--- config.mk ---
export PLATFORM = sky130hd
export DESIGN_NAME = mul_share_arbiter_flat
export DESIGN_NICKNAME = d
export VERILOG_FILES = /design/src/rtl/mul_share_arbiter_if.sv /design/src/rtl/mul_share_arbiter.sv /design/src/flat_wrapper.sv
export SDC_FILE = /design/constraint.sdc
export NUM_CORES = 1
export LEC_CHECK = 0
export CORE_MARGIN = 2
export CORE_UTILIZATION = 56
export CTS_CLUSTER_SIZE = 10
export DETAILED_ROUTE_END_ITERATION = 12
export GPL_ROUTABILITY_DRIVEN = 0
export GPL_TIMING_DRIVEN = 0
export PLACE_DENSITY_LB_ADDON = 0.1
export SLEW_MARGIN = 25
export SYNTH_ARGS = -nofsm -noshare
export SYNTH_HDL_FRONTEND = slang
export SYNTH_SLANG_ARGS = --single-unit
--- constraint.sdc ---
create_clock -name clk -period 12.3 [get_ports clk]
set_input_delay 2.46 -clock clk [delete_from_list [all_inputs] [get_ports clk]]
set_output_delay 2.46 -clock clk [all_outputs]
set_load 0.005 [all_outputs]
--- src/rtl/mul_share_arbiter_if.sv ---
// rtl/mul_share_arbiter_if.sv - requester/consumer bundle for the shared 8x8 multiplier
interface mul_share_arbiter_if;
  logic [3:0]  req_valid;
  logic [31:0] req_a;
  logic [31:0] req_b;
  logic [3:0]  req_ready;
  logic        rsp_valid;
  logic        rsp_ready;
  logic [15:0] rsp_p;
  logic [1:0]  rsp_id;

  modport master (
    output req_valid, req_a, req_b, rsp_ready,
    input  req_ready, rsp_valid, rsp_p, rsp_id
  );

  modport slave (
    input  req_valid, req_a, req_b, rsp_ready,
    output req_ready, rsp_valid, rsp_p, rsp_id
  );
endinterface

--- src/rtl/mul_share_arbiter.sv ---
// rtl/mul_share_arbiter.sv - round-robin share of one 8x8 multiplier across 4 requesters, 2-stage pipe
module mul_share_arbiter (
  input  logic                 clk,
  input  logic                 rst,
  mul_share_arbiter_if.slave   bus
);
  logic        r_s1_valid;
  logic [7:0]  r_s1_a;
  logic [7:0]  r_s1_b;
  logic [1:0]  r_s1_id;
  logic        r_s2_valid;
  logic [15:0] r_s2_p;
  logic [1:0]  r_s2_id;
  logic [1:0]  r_ptr;

  logic        w_s2_load;
  logic        w_s1_can_load;
  logic        w_found;
  logic [1:0]  w_win;
  logic        w_accept;
  logic [3:0]  w_ready;
  logic [7:0]  w_a;
  logic [7:0]  w_b;
  logic [15:0] w_prod;

  assign w_s2_load     = r_s1_valid & (~r_s2_valid | bus.rsp_ready);
  assign w_s1_can_load = ~r_s1_valid | w_s2_load;

  // First valid requester at or after r_ptr, wrapping 3->0
  always_comb begin
    w_found = 1'b0;
    w_win   = 2'd0;
    for (int k = 0; k < 4; k++) begin
      logic [1:0] idx;
      idx = r_ptr + k[1:0];
      if (!w_found && bus.req_valid[idx]) begin
        w_found = 1'b1;
        w_win   = idx;
      end
    end
  end

  // rst gates ready so nothing is advertised while reset is held
  assign w_accept = w_found & w_s1_can_load & ~rst;

  always_comb begin
    w_ready = 4'b0000;
    if (w_accept) begin
      w_ready[w_win] = 1'b1;
    end
  end

  assign w_a    = bus.req_a[{w_win, 3'b000} +: 8];
  assign w_b    = bus.req_b[{w_win, 3'b000} +: 8];
  assign w_prod = 16'(r_s1_a) * 16'(r_s1_b);

  always_ff @(posedge clk or posedge rst) begin
    if (rst) begin
      r_s1_valid <= 1'b0;
      r_s1_a     <= 8'd0;
      r_s1_b     <= 8'd0;
      r_s1_id    <= 2'd0;
      r_s2_valid <= 1'b0;
      r_s2_p     <= 16'd0;
      r_s2_id    <= 2'd0;
      r_ptr      <= 2'd0;
    end else begin
      if (w_accept) begin
        r_s1_valid <= 1'b1;
        r_s1_a     <= w_a;
        r_s1_b     <= w_b;
        r_s1_id    <= w_win;
        r_ptr      <= w_win + 2'd1;
      end else if (w_s2_load) begin
        r_s1_valid <= 1'b0;
      end

      if (w_s2_load) begin
        r_s2_valid <= 1'b1;
        r_s2_p     <= w_prod;
        r_s2_id    <= r_s1_id;
      end else if (bus.rsp_ready) begin
        r_s2_valid <= 1'b0;
      end
    end
  end

  assign bus.req_ready = w_ready;
  assign bus.rsp_valid = r_s2_valid;
  assign bus.rsp_p     = r_s2_p;
  assign bus.rsp_id    = r_s2_id;
endmodule

--- src/flat_wrapper.sv ---
// flat-port wrapper written by rule: the top's interface ports become plain ports
module mul_share_arbiter_flat 
  (clk, rst, bus_req_valid, bus_req_a, bus_req_b, bus_rsp_ready, bus_req_ready, bus_rsp_valid, bus_rsp_p, bus_rsp_id);
  mul_share_arbiter_if bus_i ();
  input  logic clk;
  input  logic rst;
  input wire logic [$bits(bus_i.req_valid)-1:0] bus_req_valid;
  input wire logic [$bits(bus_i.req_a)-1:0] bus_req_a;
  input wire logic [$bits(bus_i.req_b)-1:0] bus_req_b;
  input wire logic [$bits(bus_i.rsp_ready)-1:0] bus_rsp_ready;
  output wire logic [$bits(bus_i.req_ready)-1:0] bus_req_ready;
  output wire logic [$bits(bus_i.rsp_valid)-1:0] bus_rsp_valid;
  output wire logic [$bits(bus_i.rsp_p)-1:0] bus_rsp_p;
  output wire logic [$bits(bus_i.rsp_id)-1:0] bus_rsp_id;
  assign bus_i.req_valid = bus_req_valid;
  assign bus_i.req_a = bus_req_a;
  assign bus_i.req_b = bus_req_b;
  assign bus_i.rsp_ready = bus_rsp_ready;
  assign bus_req_ready = bus_i.req_ready;
  assign bus_rsp_valid = bus_i.rsp_valid;
  assign bus_rsp_p = bus_i.rsp_p;
  assign bus_rsp_id = bus_i.rsp_id;
  mul_share_arbiter u_core (.clk(clk), .rst(rst), .bus(bus_i));
endmodule
==> flow_summary.html <==
<table>
<tr><th>Metric</th><th>Value</th></tr>
<tr><th colspan="2">Clock network</th></tr>
<tr><td>Count of hold buffers inserted by post-cts repair</td><td>0</td></tr>
<tr><td>Worst skew pair latency</td><td>0.30 ns</td></tr>
<tr><td>Deepest level of the CTS H-tree</td><td>2</td></tr>
<tr><td>Post-CTS sizing</td><td>0</td></tr>
<tr><td>Post-CTS Repair Setup Buffers</td><td>0</td></tr>
<tr><td>Clock transition at the registers of the reported paths</td><td>0.09 ns</td></tr>
<tr><td>Inserted Clock Buffers</td><td>5</td></tr>
<tr><td>Master cell of the clock root buffer</td><td>sky130_fd_sc_hd__clkbuf_8</td></tr>
<tr><td>TritonCTS clock tree</td><td>done</td></tr>
<tr><td>Clk sinks</td><td>40</td></tr>
<tr><td>Buffer depth of the longest clock path</td><td>2</td></tr>
<tr><th colspan="2">Finish</th></tr>
<tr><td>Area of the multi-input gates</td><td>2980 µm²</td></tr>
<tr><td>Cell area after layout</td><td>5530 µm²</td></tr>
<tr><td>Diodes inserted</td><td>0</td></tr>
<tr><td>Fraction of layout cells with a size suffix above 1</td><td>0.0721</td></tr>
<tr><td>Final core utilization</td><td>0.727</td></tr>
<tr><td>Layout fillers</td><td>578</td></tr>
<tr><td>Net total in the final layout</td><td>701</td></tr>
<tr><td>Sequential cell area</td><td>1000 µm²</td></tr>
<tr><td>Area Growth Syn to Fin</td><td>27.6%</td></tr>
<tr><th colspan="2">Outcome</th></tr>
<tr><td>Run status</td><td>finished, final reports clean</td></tr>
<tr><th colspan="2">Synth</th></tr>
<tr><td>Flip-flop and latch count after synthesis</td><td>40</td></tr>
<tr><td>Primary flip-flop cell chosen by synthesis mapping</td><td>sky130_fd_sc_hd__dfrtp_1</td></tr>
<tr><td>Part of the Yosys area used for sequential elements</td><td>0.231</td></tr>
<tr><td>Number of enable flip-flop cells after synthesis</td><td>0</td></tr>
<tr><td>Synth Warn #</td><td>0</td></tr>
<tr><td>Asr flop ratio synth</td><td>1.00</td></tr>
<tr><td>Mean instance size in the synthesized netlist</td><td>9.57 µm²</td></tr>
<tr><td>Number of distinct library cell variants in the gate-level netlist after synthesis</td><td>49</td></tr>
<tr><td>Combined area of all synthesized cells</td><td>4340 µm²</td></tr>
<tr><td>Nets in the synthesized netlist</td><td>600</td></tr>
<tr><td>Number of instances in the synthesized netlist</td><td>453</td></tr>
<tr><th colspan="2">Critical path</th></tr>
<tr><td>Critical Path Source Type</td><td>input pin</td></tr>
<tr><td>Worst Path Max Fanout</td><td>11</td></tr>
<tr><td>Required time at the endpoint of the critical path</td><td>9.84 ns</td></tr>
<tr><td>CP arrival</td><td>4.61 ns</td></tr>
<tr><td>CP endpoint kind</td><td>primary output</td></tr>
<tr><td>Kind of critical path</td><td>in -&gt; out</td></tr>
<tr><th colspan="2">Timing</th></tr>
<tr><td>Maximum achievable frequency</td><td>142 MHz</td></tr>
<tr><td>Total Neg Setup Slack</td><td>0 ns</td></tr>
<tr><td>Slew Limit Fails</td><td>0</td></tr>
<tr><td>Hold slack final</td><td>0.476 ns</td></tr>
<tr><td>Worst slew margin relative to its limit</td><td>0.627</td></tr>
<tr><td>Final critical path time including I/O delays and setup</td><td>7.07 ns</td></tr>
<tr><td>Post-Route Skew</td><td>0.00962 ns</td></tr>
<tr><td>Final count of hold timing violations</td><td>0</td></tr>
<tr><td>Worst Slack Setup Final</td><td>5.23 ns</td></tr>
<tr><td>Least-Margin Pin Slew</td><td>0.560 ns</td></tr>
<tr><td>Number of endpoints failing setup at the final stage</td><td>0</td></tr>
<tr><td>Share of the clock period used by the worst path</td><td>0.575</td></tr>
<tr><td>RSZ-0062 raised after global routing</td><td>false</td></tr>
<tr><th colspan="2">Drt</th></tr>
<tr><td>DR pass1 iterations</td><td>4</td></tr>
<tr><td>Antenna-violating nets left</td><td>0</td></tr>
<tr><td>Post-DR vias/cell</td><td>5.42</td></tr>
<tr><td>Iteration-0 DRC count of the detailed router</td><td>216</td></tr>
<tr><td>Detailed-route wire length</td><td>9840 µm</td></tr>
<tr><td>Final routed DRC violation total</td><td>0</td></tr>
<tr><td>Total vias in the final route</td><td>3559</td></tr>
<tr><td>Detail-routed net length per standard cell</td><td>15.0 µm</td></tr>
<tr><th colspan="2">Floorplanning</th></tr>
<tr><td>Std cell rows</td><td>32</td></tr>
<tr><td>Core box area</td><td>7610 µm²</td></tr>
<tr><td>Overall die area</td><td>8460 µm²</td></tr>
<tr><td>Chip Width</td><td>92.0 µm</td></tr>
<tr><td>Die Ht</td><td>92.0 µm</td></tr>
<tr><td>Initial Util</td><td>0.570</td></tr>
<tr><td>Number of placed I/O pins</td><td>94</td></tr>
<tr><th colspan="2">Pwr</th></tr>
<tr><td>Leakage component of the power</td><td>2.67 nW</td></tr>
<tr><td>Worst-case vdd ir drop</td><td>0.000263 V</td></tr>
<tr><td>Pwr per Cell Area</td><td>263 nW/µm²</td></tr>
<tr><th colspan="2">Placed design</th></tr>
<tr><td>Number of buffers added on ports</td><td>93</td></tr>
<tr><td>Dpl cell area</td><td>5420 µm²</td></tr>
<tr><td>Post-placement worst setup slack</td><td>5.24 ns</td></tr>
<tr><td>HPWL Detailed</td><td>8000 µm</td></tr>
<tr><th colspan="2">Global route</th></tr>
<tr><td>Number of global-route vias before repair</td><td>3588</td></tr>
<tr><td>Number of antenna violations at the first check in global routing</td><td>0</td></tr>
<tr><td>Largest net degree at the start of global routing</td><td>22</td></tr>
<tr><td>Remaining global-route overflow</td><td>0</td></tr>
<tr><td>Total routing usage reported by global routing</td><td>0.240</td></tr>
<tr><td>Global-route wire length before repair</td><td>16400 µm</td></tr>
<tr><th colspan="2">Hold path</th></tr>
<tr><td>Class of the worst hold path</td><td>reg -&gt; reg</td></tr>
<tr><th colspan="2">Flow run</th></tr>
<tr><td>Reported max-cap violation count</td><td>0</td></tr>
</table>
==> sequential cells by signal, indices dropped and copies added, names as in the netlist <==
signal	count
u_core.bus.rsp_p	16
u_core.r_s1_a	8
u_core.r_s1_b	8
u_core.bus.rsp_id	2
u_core.r_ptr	2
u_core.r_s1_id	2
u_core.bus.rsp_valid	1
u_core.r_s1_valid	1
==> path summary, 6_finish.rpt <==
check	slack (ns)	depth (start not counted)	endpoint	start
setup / recovery	5.23	10	bus_req_ready[3]	bus_req_valid[0]
hold / removal	0.48	2	u_core.bus.rsp_p[0]	u_core.bus.rsp_p[0]
setup reg to reg	7.82	15	u_core.bus.rsp_p[14]	u_core.r_s1_b[6]
hold reg to reg	0.48	2	u_core.bus.rsp_p[0]	u_core.bus.rsp_p[0]
max in group asynchronous	9.27	3	u_core.bus.rsp_p[2]	rst
min in group asynchronous	2.55	2	u_core.r_ptr[1]	rst
==> critical path, cell delays in order <==
cell and delay [ns]:
sky130_fd_sc_hd__clkdlybuf4s50_1 0.57, sky130_fd_sc_hd__a21oi_2 0.08, sky130_fd_sc_hd__o21a_1 0.18, sky130_fd_sc_hd__o22ai_2 0.16, sky130_fd_sc_hd__buf_6 0.20, sky130_fd_sc_hd__buf_12 0.16
sky130_fd_sc_hd__inv_2 0.05, sky130_fd_sc_hd__ha_1 0.17, sky130_fd_sc_hd__and3_1 0.14, sky130_fd_sc_hd__clkdlybuf4s50_1 0.44
==> layout make-up <==
type,count,share of cell area
multi-input combinational,338,0.539
sequential,40,0.181
timing repair buffer,94,0.173
inverter,57,0.0387
buffer,18,0.0251
tap,102,0.0231
clock buffer,5,0.0124
clock inverter,3,0.00769
==> stage by stage <==
stage / power (W) / std cells
floorplan: 0.00108 / 453
global placement: 0.00132 / 648
detailed placement: 0.00136 / 649
CTS: 0.00147 / 657
global route: 0.00164 / 657
finish: 0.00146 / 657
==> logic make-up (layout without fill, tap and decap cells) <==
| group | Yosys count | count (layout) | share of synthesized area |
|---|---|---|---|
| simple gates | 156 | 156 | 0.184 |
| fa+ha+maj | 76 | 76 | 0.282 |
| buf+inv | 75 | 177 | 0.0814 |
| compound gates | 68 | 68 | 0.135 |
| flops | 40 | 40 | 0.231 |
| mux | 33 | 33 | 0.0762 |
| xor+xnor | 5 | 5 | 0.0101 |
==> where the power goes <==
group | switching (W) | internal [W] | leakage, nW
logic | 0.000602 | 0.000500 | 2.12
registers | 0.0000594 | 0.000184 | 0.496
clock network | 0.0000506 | 0.0000601 | 0.0541
==> per-layer routing <==
| metal | vias to the layer above | wire length [µm] | share of wire | GRT usage |
|---|---|---|---|---|
| met5 | - | 0 | 0 | 0 |
| li1 | 1730 | - | - | - |
| met1 | 1729 | 4000 | 0.41 | 0.314 |
| met2 | 88 | 5240 | 0.53 | 0.415 |
| met3 | 12 | 472 | 0.048 | 0.0345 |
| met4 | 0 | 127 | 0.013 | 0.0697 |
==> synth_stat cells, types with 8 or more instances <==
cell type                  number  area share
sky130_fd_sc_hd__a21oi_1       11       0.013
sky130_fd_sc_hd__nand2_1       72       0.062
sky130_fd_sc_hd__nor2_1         9      0.0078
sky130_fd_sc_hd__dfrtp_1       40        0.23
sky130_fd_sc_hd__o21ai_1        8      0.0092
sky130_fd_sc_hd__o221ai_2      16       0.055
sky130_fd_sc_hd__inv_1         55       0.048
sky130_fd_sc_hd__ha_1          40        0.12
sky130_fd_sc_hd__clkbuf_1      10      0.0087
sky130_fd_sc_hd__mux2i_1       33       0.076
sky130_fd_sc_hd__fa_1          36        0.17
sky130_fd_sc_hd__and2_1        44       0.063
==> cells in the final DEF, fill, tap and decap left out, types with 4 or more instances in the layout <==
| cell | n |
|---|---|
| sky130_fd_sc_hd__a21oi_1 | 11 |
| sky130_fd_sc_hd__and2_1 | 44 |
| sky130_fd_sc_hd__and3_1 | 6 |
| sky130_fd_sc_hd__clkbuf_1 | 10 |
| sky130_fd_sc_hd__clkbuf_8 | 5 |
| sky130_fd_sc_hd__clkdlybuf4s50_1 | 93 |
| sky130_fd_sc_hd__dfrtp_1 | 40 |
| sky130_fd_sc_hd__fa_1 | 36 |
| sky130_fd_sc_hd__ha_1 | 40 |
| sky130_fd_sc_hd__inv_1 | 54 |
| sky130_fd_sc_hd__mux2i_1 | 33 |
| sky130_fd_sc_hd__nand2_1 | 72 |
| sky130_fd_sc_hd__nand3_1 | 6 |
| sky130_fd_sc_hd__nor2_1 | 9 |
| sky130_fd_sc_hd__o21a_1 | 5 |
| sky130_fd_sc_hd__o21ai_0 | 7 |
| sky130_fd_sc_hd__o21ai_1 | 8 |
| sky130_fd_sc_hd__o221ai_2 | 16 |
| sky130_fd_sc_hd__xor2_1 | 4 |
Power figures use the tool's default switching activity.
